$ cat config.mk
export PLATFORM = sky130hd
export DESIGN_NAME = serial_tag_receiver
export DESIGN_NICKNAME = d
export VERILOG_FILES = /design/src/rtl/serial_tag_receiver.sv
export SDC_FILE = /design/constraint.sdc
export NUM_CORES = 1
export LEC_CHECK = 0
export BUFFER_PORTS_ARGS = -buffer_cell sky130_fd_sc_hd__buf_4
export CAP_MARGIN = 20
export CORE_UTILIZATION = 45
export DETAILED_ROUTE_END_ITERATION = 6
export SYNTH_ARGS = -nofsm -noshare
export SYNTH_HDL_FRONTEND = slang
export SYNTH_SLANG_ARGS = --single-unit
export TNS_END_PERCENT = 50
$ cat constraint.sdc
create_clock -name sys_clk -period 7 [get_ports sys_clk]
set_clock_uncertainty 0.05 [all_clocks]
set_input_delay 0.35 -clock sys_clk [delete_from_list [all_inputs] [get_ports sys_clk]]
set_output_delay 0.35 -clock sys_clk [all_outputs]
set_load 0.02 [all_outputs]
$ cat src/rtl/serial_tag_receiver.sv
// Receives MSB-first tags from an asynchronous gated serial link and buffers
// them in a small FIFO for a ready/valid consumer.
module serial_tag_receiver #(
  parameter int WORD_W      = 16,
  parameter int FIFO_DEPTH  = 4,
  parameter int SYNC_STAGES = 2
) (
  input  logic                        sys_clk,
  input  logic                        rst,
  input  logic                        serial_clk,
  input  logic                        serial_out,
  input  logic                        serial_valid,
  output logic [WORD_W-1:0]           tag_data,
  output logic                        tag_valid,
  input  logic                        tag_ready,
  output logic [$clog2(FIFO_DEPTH):0] fifo_count,
  output logic                        overflow,
  output logic                        frame_err,
  input  logic                        clear_flags
);

  localparam int PTR_W = $clog2(FIFO_DEPTH);
  localparam int CNT_W = PTR_W + 1;
  localparam int BIT_W = $clog2(WORD_W + 2);
  localparam logic [BIT_W-1:0] BITS_FULL = BIT_W'(WORD_W);
  localparam logic [BIT_W-1:0] BITS_SAT  = BIT_W'(WORD_W + 1);
  localparam logic [CNT_W-1:0] DEPTH_C   = CNT_W'(FIFO_DEPTH);

  typedef enum logic [1:0] {
    ST_IDLE  = 2'd0,
    ST_SHIFT = 2'd1,
    ST_CHECK = 2'd2
  } state_t;

  logic [SYNC_STAGES-1:0] r_sclk_sync;
  logic [SYNC_STAGES-1:0] r_sdat_sync;
  logic [SYNC_STAGES-1:0] r_sval_sync;
  logic [SYNC_STAGES:0]   r_fill;
  logic                   r_sclk_d;
  logic                   r_sval_d;
  logic                   r_armed;

  state_t                 r_state;
  state_t                 w_state_nxt;
  logic [BIT_W-1:0]       r_bits;
  logic [BIT_W-1:0]       w_bits_nxt;
  logic [WORD_W-1:0]      r_shift;
  logic [WORD_W-1:0]      w_shift_nxt;
  logic                   w_push;
  logic                   w_ferr_set;

  logic [WORD_W-1:0]      r_mem [FIFO_DEPTH];
  logic [PTR_W-1:0]       r_wr;
  logic [PTR_W-1:0]       r_rd;
  logic [CNT_W-1:0]       r_count;
  logic [CNT_W-1:0]       w_count_nxt;
  logic                   r_tag_valid;
  logic                   r_overflow;
  logic                   r_frame_err;

  logic w_sclk_s;
  logic w_sdat_s;
  logic w_sval_s;
  logic w_sclk_fall;
  logic w_sval_fall;
  logic w_sval_rise;
  logic w_pop;
  logic w_full;
  logic w_push_ok;
  logic w_ovf_set;

  assign w_sclk_s    = r_sclk_sync[SYNC_STAGES-1];
  assign w_sdat_s    = r_sdat_sync[SYNC_STAGES-1];
  assign w_sval_s    = r_sval_sync[SYNC_STAGES-1];
  assign w_sclk_fall = r_sclk_d & ~w_sclk_s;
  assign w_sval_rise = ~r_sval_d & w_sval_s;
  // A frame start only counts once the link has been seen idle on real samples,
  // so a frame cut by reset is skipped rather than picked up half-way.
  assign w_sval_fall = r_armed & r_sval_d & ~w_sval_s;

  // Input synchronizers, edge-detect copies and the post-reset arming flag.
  always_ff @(posedge sys_clk) begin
    if (!rst) begin
      r_sclk_sync <= {SYNC_STAGES{1'b0}};
      r_sdat_sync <= {SYNC_STAGES{1'b0}};
      r_sval_sync <= {SYNC_STAGES{1'b1}};
      r_fill      <= {(SYNC_STAGES + 1){1'b0}};
      r_sclk_d    <= 1'b0;
      r_sval_d    <= 1'b1;
      r_armed     <= 1'b0;
    end else begin
      r_sclk_sync[0] <= serial_clk;
      r_sdat_sync[0] <= serial_out;
      r_sval_sync[0] <= serial_valid;
      for (int i = 1; i < SYNC_STAGES; i++) begin
        r_sclk_sync[i] <= r_sclk_sync[i-1];
        r_sdat_sync[i] <= r_sdat_sync[i-1];
        r_sval_sync[i] <= r_sval_sync[i-1];
      end
      r_fill[0] <= 1'b1;
      for (int i = 1; i <= SYNC_STAGES; i++) begin
        r_fill[i] <= r_fill[i-1];
      end
      r_sclk_d <= w_sclk_s;
      r_sval_d <= w_sval_s;
      if (r_fill[SYNC_STAGES] && r_sval_d) begin
        r_armed <= 1'b1;
      end
    end
  end

  // Receive FSM state, bit counter and shift register.
  always_ff @(posedge sys_clk) begin
    if (!rst) begin
      r_state <= ST_IDLE;
      r_bits  <= {BIT_W{1'b0}};
      r_shift <= {WORD_W{1'b0}};
    end else begin
      r_state <= w_state_nxt;
      r_bits  <= w_bits_nxt;
      r_shift <= w_shift_nxt;
    end
  end

  // Next-state logic; a bit edge in the same cycle as frame end is counted first.
  always_comb begin
    w_state_nxt = r_state;
    w_bits_nxt  = r_bits;
    w_shift_nxt = r_shift;
    w_push      = 1'b0;
    w_ferr_set  = 1'b0;
    case (r_state)
      ST_IDLE: begin
        if (w_sval_fall) begin
          w_state_nxt = ST_SHIFT;
          w_bits_nxt  = {BIT_W{1'b0}};
          w_shift_nxt = {WORD_W{1'b0}};
        end else begin
          w_state_nxt = ST_IDLE;
        end
      end
      ST_SHIFT: begin
        if (w_sclk_fall) begin
          w_shift_nxt = {r_shift[WORD_W-2:0], w_sdat_s};
          if (r_bits != BITS_SAT) begin
            w_bits_nxt = r_bits + BIT_W'(1);
          end else begin
            w_bits_nxt = r_bits;
          end
        end else begin
          w_shift_nxt = r_shift;
        end
        if (w_sval_rise) begin
          w_state_nxt = ST_CHECK;
        end else begin
          w_state_nxt = ST_SHIFT;
        end
      end
      ST_CHECK: begin
        if (r_bits == BITS_FULL) begin
          w_push = 1'b1;
        end else begin
          w_ferr_set = 1'b1;
        end
        w_state_nxt = ST_IDLE;
      end
      default: begin
        w_state_nxt = ST_IDLE;
      end
    endcase
  end

  assign w_pop     = r_tag_valid & tag_ready;
  assign w_full    = (r_count == DEPTH_C);
  assign w_push_ok = w_push & (~w_full | w_pop);
  assign w_ovf_set = w_push & w_full & ~w_pop;

  // Occupancy update: a pop frees the slot a same-cycle push into a full FIFO needs.
  always_comb begin
    w_count_nxt = r_count;
    if (w_push_ok && !w_pop) begin
      w_count_nxt = r_count + CNT_W'(1);
    end else if (!w_push_ok && w_pop) begin
      w_count_nxt = r_count - CNT_W'(1);
    end else begin
      w_count_nxt = r_count;
    end
  end

  // FIFO storage, pointers, occupancy and sticky error flags.
  always_ff @(posedge sys_clk) begin
    if (!rst) begin
      for (int i = 0; i < FIFO_DEPTH; i++) begin
        r_mem[i] <= {WORD_W{1'b0}};
      end
      r_wr        <= {PTR_W{1'b0}};
      r_rd        <= {PTR_W{1'b0}};
      r_count     <= {CNT_W{1'b0}};
      r_tag_valid <= 1'b0;
      r_overflow  <= 1'b0;
      r_frame_err <= 1'b0;
    end else begin
      if (w_push_ok) begin
        r_mem[r_wr] <= r_shift;
        r_wr        <= r_wr + PTR_W'(1);
      end
      if (w_pop) begin
        r_rd <= r_rd + PTR_W'(1);
      end
      r_count     <= w_count_nxt;
      r_tag_valid <= (w_count_nxt != {CNT_W{1'b0}});
      r_overflow  <= w_ovf_set  | (r_overflow  & ~clear_flags);
      r_frame_err <= w_ferr_set | (r_frame_err & ~clear_flags);
    end
  end

  assign tag_data   = r_mem[r_rd];
  assign tag_valid  = r_tag_valid;
  assign fifo_count = r_count;
  assign overflow   = r_overflow;
  assign frame_err  = r_frame_err;

endmodule

==> impl_metrics.toml, run 1 <==
[worst_setup_path]
cp_max_fo = 21
timing_worst_setup_path_type = "flip-flop to flip-flop"
crit_required_ns = 6.96
end_kind = "flip-flop"
arrival_ns = 2.89
r2r_slack_ns = 4.07
cp-start-kind = "flip-flop"

[die]
rows = 37
io_pins = 29
coreArea_mm2 = 0.0103
die_w_um = 105
initial_core_util_pct = 46.1
dieArea_mm2 = 0.0109
die_h_um = 105

[worst_hold_path]
hp-class = "input port to flip-flop"

[yosys]
synth-main-ff-cell = "edfxtp_1"
yosysWarnings = 0
ys_seq_area_share_pct = 60.5
yosys_register_bits = 111
synthDistinctLibCells = 46
syn_inst = 364
yosys.area.top_type_share_pct = 40.6
synthTopCellsByCount = "edfxtp_1, and2_1, dfxtp_1"
yosys.cell_count.top_type = "edfxtp_1"
synth-async-reset-ratio_pct = 0
syn_area_mm2 = 0.00473
synth_edf_count = 64
syn-num-nets = 377
synth_area_leader_cell = "edfxtp_1"
avgSynthCellArea_um2 = 13.0
synth_area_leaders = "edfxtp_1, dfxtp_1, and2_1"

[grt]
grt_max_degree = 66
grt-busiest-layer = "met2"
met1_usage_pct = 20.6
grt_pass1_wl_um = 13900
overflow = 0
grt_antenna_before_repair = 0
grt_pass1_vias = 2643
grtUsageTotal_pct = 16.7
use_met3_pct = 2.37
use_met2_pct = 28.7

[detailed_routing]
routed_wl_um = 8570
num_vias = 2669
vias_per_cell = 5.07
drt_iter0_drc = 81
wl_per_cell_um = 16.3
dr.pass1.iters = 4
drtAntennaViolNets = 0
drcViolationCount = 0

[timing]
finalHoldViolations = 0
tightest_slew_ns = 1.04
rsz0062_at_grt = "false"
period_minus_slack_ns = 2.93
setup_violations = 0
slew_violations = 0
fin_tns_setup_ns = 0
fmax_mhz = 341
relSlewSlack_pct = 30.2
fin_crit_sh_pct = 41.9

[placed_design]
routabilityCongestion = 0.697
io_buffers = 28
dp_hpwl_um = 5340
place_area_mm2 = 0.00506

[clocking]
clock_path_buffers = 2
htreeDepth = 3
numCtsBuffers = 9
clkTransAtPathRegs_ns = 0.10
hold_buffers = 0
cts.sinks = 111
root_buffer = "clkbuf_8"
cts_resized = 0
worstSkewPairLatency_ns = 0.38
postCtsSetupRepairBufs = 0
tritoncts = "yes"

[power_and_ir_drop]
power_density_mw_per_mm2 = 215
p_leak_nw = 1.87
ir_drop_uv = 96.1
power.total_mw = 1.13

[outcome]
status = "finished, final reports clean"

[finish]
nets = 398
drive_gt1_share_pct = 20.0
stdcell_area_mm2 = 0.00525
n_antenna_cell = 0
fillers = 905
final_util_pct = 51.1
syn2layout_area_growth_pct = 10.9

[run]
cap_violations = 0
-- area by class of cell --
class | count | area (µm²) | share of cell area, %
Sequential cell | 111 | 2860 | 54.5
Timing Repair Buffer | 31 | 253 | 4.82
Clock buffer | 9 | 124 | 2.36
Multi-Input combinational cell | 224 | 1750 | 33.3
Tap cell | 136 | 170 | 3.24
Inverter | 8 | 30.0 | 0.572
Clock inverter | 7 | 63.8 | 1.22
-- logic make-up after synthesis --
| group | Yosys count | synth area share (%) |
|---|---|---|
| AO/OA/AOI/OAI | 30 | 5.00 |
| XOR/XNOR | 8 | 1.48 |
| adder cells (fa/ha/maj) | 6 | 1.59 |
| buffers and inverters | 29 | 2.64 |
| flip-flops | 111 | 60.5 |
| multiplexers | 19 | 8.25 |
| AND/OR/NAND/NOR | 161 | 20.6 |
-- per-stage QoR --
step	setup WS [ns]	std cells	hold slack, ns
floorplan	3.98	364	0.328
global placement	4.09	509	0.341
detailed placement	4.02	510	0.341
CTS	4.00	526	0.0971
global route	3.82	526	0.107
finish	4.07	526	0.110
-- worst max-delay path: stages (launching register included) --
cell      delay [ns]
dfxtp_1         0.37
inv_1           0.07
ha_1            0.14
and4bb_4        0.29
o211a_4         0.32
nand2_2         0.14
nor3_4          0.48
nand2b_1        0.71
-- final timing paths --
path,endpoint,start,depth (start not counted)
min,r_sval_sync[0],serial_valid,2
max reg2reg,r_mem[0][15],r_bits[0],7
max,r_mem[0][15],r_bits[0],7
min reg2reg,r_sval_sync[1],r_sval_sync[0],1
-- report_power, final --
group | internal [mW] | switching [mW]
combinational | 0.0187 | 0.0260
clock | 0.137 | 0.231
sequential | 0.709 | 0.00625
-- layer usage --
metal / vias up / routed length (µm)
li1: 1333 / -
met1: 1282 / 3900
met2: 43 / 4260
met3: 11 / 239
met4: 0 / 171
met5: - / 0
-- cell usage in the layout, fill, tap and decap left out, drive strengths merged, types with 2 or more instances in the layout --
| master | Yosys | final |
|---|---|---|
| a21boi | 19 | 19 |
| a21oi | 2 | 2 |
| and2 | 63 | 63 |
| and2b | 2 | 2 |
| and3 | 17 | 17 |
| buf | 5 | 31 |
| clkbuf | 16 | 9 |
| clkinv | 0 | 2 |
| clkinvlp | 0 | 2 |
| dfxtp | 47 | 47 |
| edfxtp | 64 | 64 |
| ha | 6 | 6 |
| inv | 8 | 11 |
| mux2i | 3 | 3 |
| mux4 | 16 | 16 |
| nand2 | 32 | 32 |
| nand2b | 6 | 6 |
| nand3 | 20 | 20 |
| nand4 | 2 | 2 |
| nor2 | 5 | 5 |
| nor2b | 2 | 2 |
| nor3b | 3 | 3 |
| o21ai | 3 | 3 |
| or3 | 2 | 2 |
| xnor2 | 5 | 5 |
| xor2 | 3 | 3 |
-- state kept, by name, indices dropped and copies added (netlist names), 2 cells and up, named ones only --
| register | flops |
|---|---|
| fifo_count | 3 |
| r_bits | 5 |
| r_state | 2 |
| r_rd | 2 |
| r_sclk_sync | 2 |
| r_fill | 3 |
| r_sdat_sync | 2 |
| r_wr | 2 |
| r_mem | 64 |
| r_sval_sync | 2 |
| r_shift | 16 |
Power figures use the tool's default switching activity.
==> run 2, diff against run 1 <==
- clock period: 7 -> 2.9 ns (I/O delays scaled with it)
==> run 2 against run 1 <==
Critical path depth rose by 1; worst setup slack got worse by 3.4 ns; critical endpoint is now r_mem[2][2]; first-iteration DRC count rose by 44%; maximum frequency rose by 32%; core utilization rose by 0.89 points; cell count rose by 1.9%; global-route usage barely moved; sequential cell count did not move; final area rose by 1.7%; highest routed layer unchanged; sequential power rose by 140%; sequential share of layout area fell by 0.93 points.
==> impl_metrics.toml, run 2 (synthesized netlist as in run 1, its figures left out) <==
[outcome]
status = "finished, final reports clean"

[timing]
setup_violations = 0
rsz0062_at_grt = "false"
fin_tns_setup_ns = 0
fin_ws_ns = 0.670
slew_violations = 0
period_minus_slack_ns = 2.23
relSlewSlack_pct = 45.6
finalHoldViolations = 0
worst_hold_slack_ns = 0.0312
fin_crit_sh_pct = 76.9
fmax_mhz = 448
tightest_slew_ns = 0.815

[finish]
regMostFlops = "r_mem"
syn2layout_area_growth_pct = 12.8
fin_cells = 536
largest_reg_flops = 64
stdcell_area_mm2 = 0.00534
final_util_pct = 52.0
final_common_cell = "edfxtp_1"
nets = 408
drive_gt1_share_pct = 21.3
fillers = 933
n_antenna_cell = 0
final_cell_mix = "edfxtp_1, and2_1, dfxtp_1"
largestRegisters = "r_mem (64), r_shift (16), r_bits (5)"

[clocking]
hold_buffers = 3
cts.sinks = 111
postCtsSetupRepairBufs = 0
clkTransAtPathRegs_ns = 0.11
numCtsBuffers = 9
clock_path_buffers = 2
root_buffer = "clkbuf_8"
cts_resized = 0
worstSkewPairLatency_ns = 0.36
htreeDepth = 3
tritoncts = "yes"

[worst_setup_path]
cp_max_fo = 21
end_kind = "flip-flop"
timing_worst_setup_path_type = "flip-flop to flip-flop"
worstPathCellList = "inv_1 > ha_1 > and4bb_4 > o211a_4 > nand2_2 > nor3b_2 > buf_4 > and2_1"
arrival_ns = 2.42
reg2reg_depth = 8
crit_required_ns = 3.09
slowest_stage = "dfxtp_1"
cp-start-kind = "flip-flop"
slowest_delay_ns = 0.36

[detailed_routing]
wl_per_cell_um = 15.8
num_vias = 2720
dr.pass1.iters = 4
drcViolationCount = 0
routed_wl_um = 8470
drt_iter0_drc = 117
drtAntennaViolNets = 0
vias_per_cell = 5.07

[placed_design]
dp_hpwl_um = 5360
place_area_mm2 = 0.00509
pre_cts_slack_ns = 0.666
numPlacedInstances = 517
io_buffers = 28
routabilityCongestion = 0.694

[die]
coreArea_mm2 = 0.0103
initial_core_util_pct = 46.1
die_h_um = 105
dieArea_mm2 = 0.0109
die_w_um = 105
io_pins = 29
rows = 37

[power_and_ir_drop]
power.total_mw = 2.81
power_density_mw_per_mm2 = 527
p_leak_nw = 1.93
ir_drop_uv = 261

[grt]
grt_max_degree = 66
grtUsageTotal_pct = 16.7
overflow = 0
grt_pass1_vias = 2743
grt_antenna_before_repair = 0
grt_pass1_wl_um = 14000

[worst_hold_path]
worst_hold_path.num_cells = 3
hp-class = "input port to flip-flop"

[run]
cap_violations = 0
run 2: cell types whose count changed in the layout (fill, tap and decap cells not counted), moves of 2 or more:
cell           delta
dlygate4sd3_1     +3
inv_8             -2
clkinvlp_4        -2
buf_4             +8
clkbuf_8          +2
run 2: path summary, 6_finish.rpt:
path	endpoint	startpoint	slack [ns]
setup reg to reg	r_mem[2][2]	r_bits[0]	0.67
hold reg to reg	r_sval_sync[1]	r_sval_sync[0]	0.37
hold / removal	overflow	clear_flags	0.03
setup / recovery	r_mem[2][2]	r_bits[0]	0.67
run 2: per-layer routing:
layer,part of all wire [%],GRT usage [%],up-vias
met5,0,0,-
met4,1.0,6.12,0
met3,2.2,2.62,7
met2,48,27.0,39
met1,49,22.7,1323
li1,-,-,1351
run 2: power by group:
part	switching (mW)	internal (mW)
clock	0.518	0.455
sequential	0.0146	1.71
combinational	0.0635	0.0513
run 2: cell type report:
class	count	area (µm²)	share of cell area, %
inverters	8	30.0	0.562
well taps	136	170	3.19
clock inverters	5	65.1	1.22
flip-flops and latches	111	2860	53.6
multi-input cells	224	1750	32.7
repair buffers	41	315	5.90
clock buffers	11	151	2.84
run 2: worst max-delay path: cells and delay by family (launching register included):
kind | cells | cell delay [ns]
adder cells (fa/ha/maj) | 1 | 0.14
AO/OA/AOI/OAI | 1 | 0.32
buffers and inverters | 2 | 0.31
AND/OR/NAND/NOR | 4 | 0.92
flip-flops | 1 | 0.36
==> run 3, diff against run 2 <==
- ABC_AREA: default -> 1
- clock period: 2.9 -> 2.2 ns (I/O delays scaled with it)
==> run 3 against run 2 <==
Sequential share of layout area is 1.2 points lower; worst setup slack worse by 0.43 ns; critical path type unchanged; via count up 22%; synthesized cell count increased by 36%; largest power group unchanged; routed wire length rose by 8.3%; largest cell class unchanged.
==> impl_metrics.toml, run 3 <==
[finish]
final_common_cell = "nor2_1"
regMostFlops = "r_mem"
largestRegisters = "r_mem (64), r_shift (16), r_bits (5)"
stdcell_area_mm2 = 0.00546
drive_gt1_share_pct = 19.3
final_cell_mix = "nor2_1, edfxtp_1, dfxtp_1"
nets = 542
largest_reg_flops = 64
n_antenna_cell = 0
fin_cells = 670
syn2layout_area_growth_pct = 13.1

[power_and_ir_drop]
internal_power_mw = 2.96
p_sw_share_pct = 28.3
p_switching_mw = 1.17
seqPwrFrac_pct = 55.9
pwr-share-clk_pct = 27.9
power_density_mw_per_mm2 = 757
ir_drop_uv = 384
power.total_mw = 4.13
comb_power_share_pct = 16.2
p_leak_nw = 2.04

[worst_hold_path]
worstHoldStart = "rst"
hp-class = "input port to flip-flop"

[clocking]
numCtsBuffers = 9
worstSkewPairLatency_ns = 0.36
root_buffer = "clkbuf_8"
htreeDepth = 3
cts.sinks = 111
clock_path_buffers = 2
tritoncts = "yes"
cts_resized = 0
clkTransAtPathRegs_ns = 0.11

[worst_setup_path]
cp-startpoint = "fifo_count[0]"
end_kind = "flip-flop"
cp_max_fo = 16
r2r_start = "fifo_count[0]"
cp-start-kind = "flip-flop"
timing_worst_setup_path_type = "flip-flop to flip-flop"
slowest_stage = "dfxtp_1"
worstPathCellList = "inv_1 > ha_1 > nand2_1 > nor2_1 > nor2_4 > nand2_4 > nor2_4 > nand2_4 > nand2_1 > buf_4"
crit_required_ns = 2.21
arrival_ns = 1.97
slowest_delay_ns = 0.40

[grt]
grtUsageTotal_pct = 17.7
grt_pass1_wl_um = 15400
overflow = 0
grt_pass1_vias = 3142
grt_antenna_before_repair = 0
grt_max_degree = 33

[die]
rows = 37
dieArea_mm2 = 0.0112
die_h_um = 106
io_pins = 29
coreArea_mm2 = 0.0104
initial_core_util_pct = 46.6
die_w_um = 106

[yosys]
yosys_register_bits = 111
yosys.area.top_type_share_pct = 39.8
yosys.cell_count.top_type = "nor2_1"
avgSynthCellArea_um2 = 9.76
syn_inst = 495
synth_area_leader_cell = "edfxtp_1"
synth-async-reset-ratio_pct = 0
synth_area_leaders = "edfxtp_1, dfxtp_1, nor2_1"
syn_area_mm2 = 0.00483
synth_edf_count = 64
synth-main-ff-cell = "edfxtp_1"
synthTopCellsByCount = "nor2_1, edfxtp_1, dfxtp_1"
ys_seq_area_share_pct = 59.3
synthDistinctLibCells = 31
syn-num-nets = 508
yosysWarnings = 0

[timing]
worst_hold_slack_ns = 0.0496
slew_violations = 0
finalHoldViolations = 0
relSlewSlack_pct = 65.9
tightest_slew_ns = 0.512
setup_violations = 0
fin_crit_sh_pct = 89.1
fmax_mhz = 510
rsz0062_at_grt = "false"
period_minus_slack_ns = 1.96

[detailed_routing]
num_vias = 3311
vias_per_cell = 4.94
drt_iter0_drc = 167
drcViolationCount = 0
dr.pass1.iters = 4
drtAntennaViolNets = 0
wl_per_cell_um = 13.7
routed_wl_um = 9180

[placed_design]
numPlacedInstances = 650
place_area_mm2 = 0.00524
dp_hpwl_um = 6190
io_buffers = 28
routabilityCongestion = 0.841

[run]
cap_violations = 0

[outcome]
status = "finished, final reports clean"
==> run 3: cell types whose count changed in the layout (fill, tap and decap cells not counted), sizes merged, moves of 9 or more <==
cell / before / now
nor2: 5 / 125
and2: 63 / 0
inv: 9 / 63
o21ai: 3 / 54
a21oi: 2 / 26
a21boi: 19 / 0
and3: 17 / 0
o22ai: 0 / 17
mux4: 16 / 0
nand3: 20 / 11
==> run 3: repair_timing <==
action | in CTS | in global routing
buffers inserted | 0 | 0
hold endpoints to repair | 5 | 0
hold buffers | 4 | 0
==> run 3: cell type report <==
class,instances,area [µm²]
Fill cell,957,4910
Clock buffer,9,124
Multi-Input combinational cell,300,1630
Inverter,62,233
Timing Repair Buffer,45,385
Tap cell,136,170
Sequential cell,111,2860
Clock inverter,7,61.3
==> run 3: power groups by stage <==
| stage | clock network (mW) | registers (mW) | logic [mW] |
|---|---|---|---|
| floorplan | 0 | 2.38 | 0.398 |
| global placement | 0 | 2.36 | 0.659 |
| detailed placement | 0 | 2.36 | 0.669 |
| CTS | 1.19 | 2.31 | 0.676 |
| global route | 1.27 | 2.32 | 0.734 |
| finish | 1.15 | 2.31 | 0.669 |
==> run 3: layer usage <==
metal	global-route usage, %	part of all wire (%)	up-vias
li1	-	-	1706
met1	24.2	49	1547
met2	28.9	47	49
met3	2.41	2.5	9
met4	6.25	1.1	0
met5	0	0	-
==> run 3: logic make-up after synthesis <==
kind of cell / count (synthesis) / synth area share [%]
AND/OR/NAND/NOR: 188 / 19.8
buffers and inverters: 84 / 7.33
AO/OA/AOI/OAI: 100 / 11.0
flip-flops: 111 / 59.3
adder cells (fa/ha/maj): 6 / 1.55
XOR/XNOR: 6 / 1.09
==> run 3: path summary, 6_finish.rpt <==
path / end / slack [ns] / depth (start not counted)
setup / recovery: r_mem[0][4] / 0.24 / 10
hold / removal: flip-flop / 0.05 / 3
setup reg to reg: r_mem[0][4] / 0.24 / 10
hold reg to reg: r_sclk_sync[1] / 0.38 / 2
==> run 3: worst max-delay path: cells and delay by family (launching register included) <==
kind	cells	cell delay [ns]
and+or+nand+nor	7	0.66
DFF	1	0.40
buffers and inverters	2	0.33
adders and majority gates	1	0.20
==> run 3: metrics by stage <==
step | TNS [ns] | worst slack [ns] | utilization [%]
floorplan | -6.96 | -0.176 | -
global placement | 0 | 0.331 | 50.5
detailed placement | 0 | 0.263 | 50.5
CTS | 0 | 0.235 | 52.7
global route | 0 | 0.103 | 52.7
finish | 0 | 0.239 | 52.7
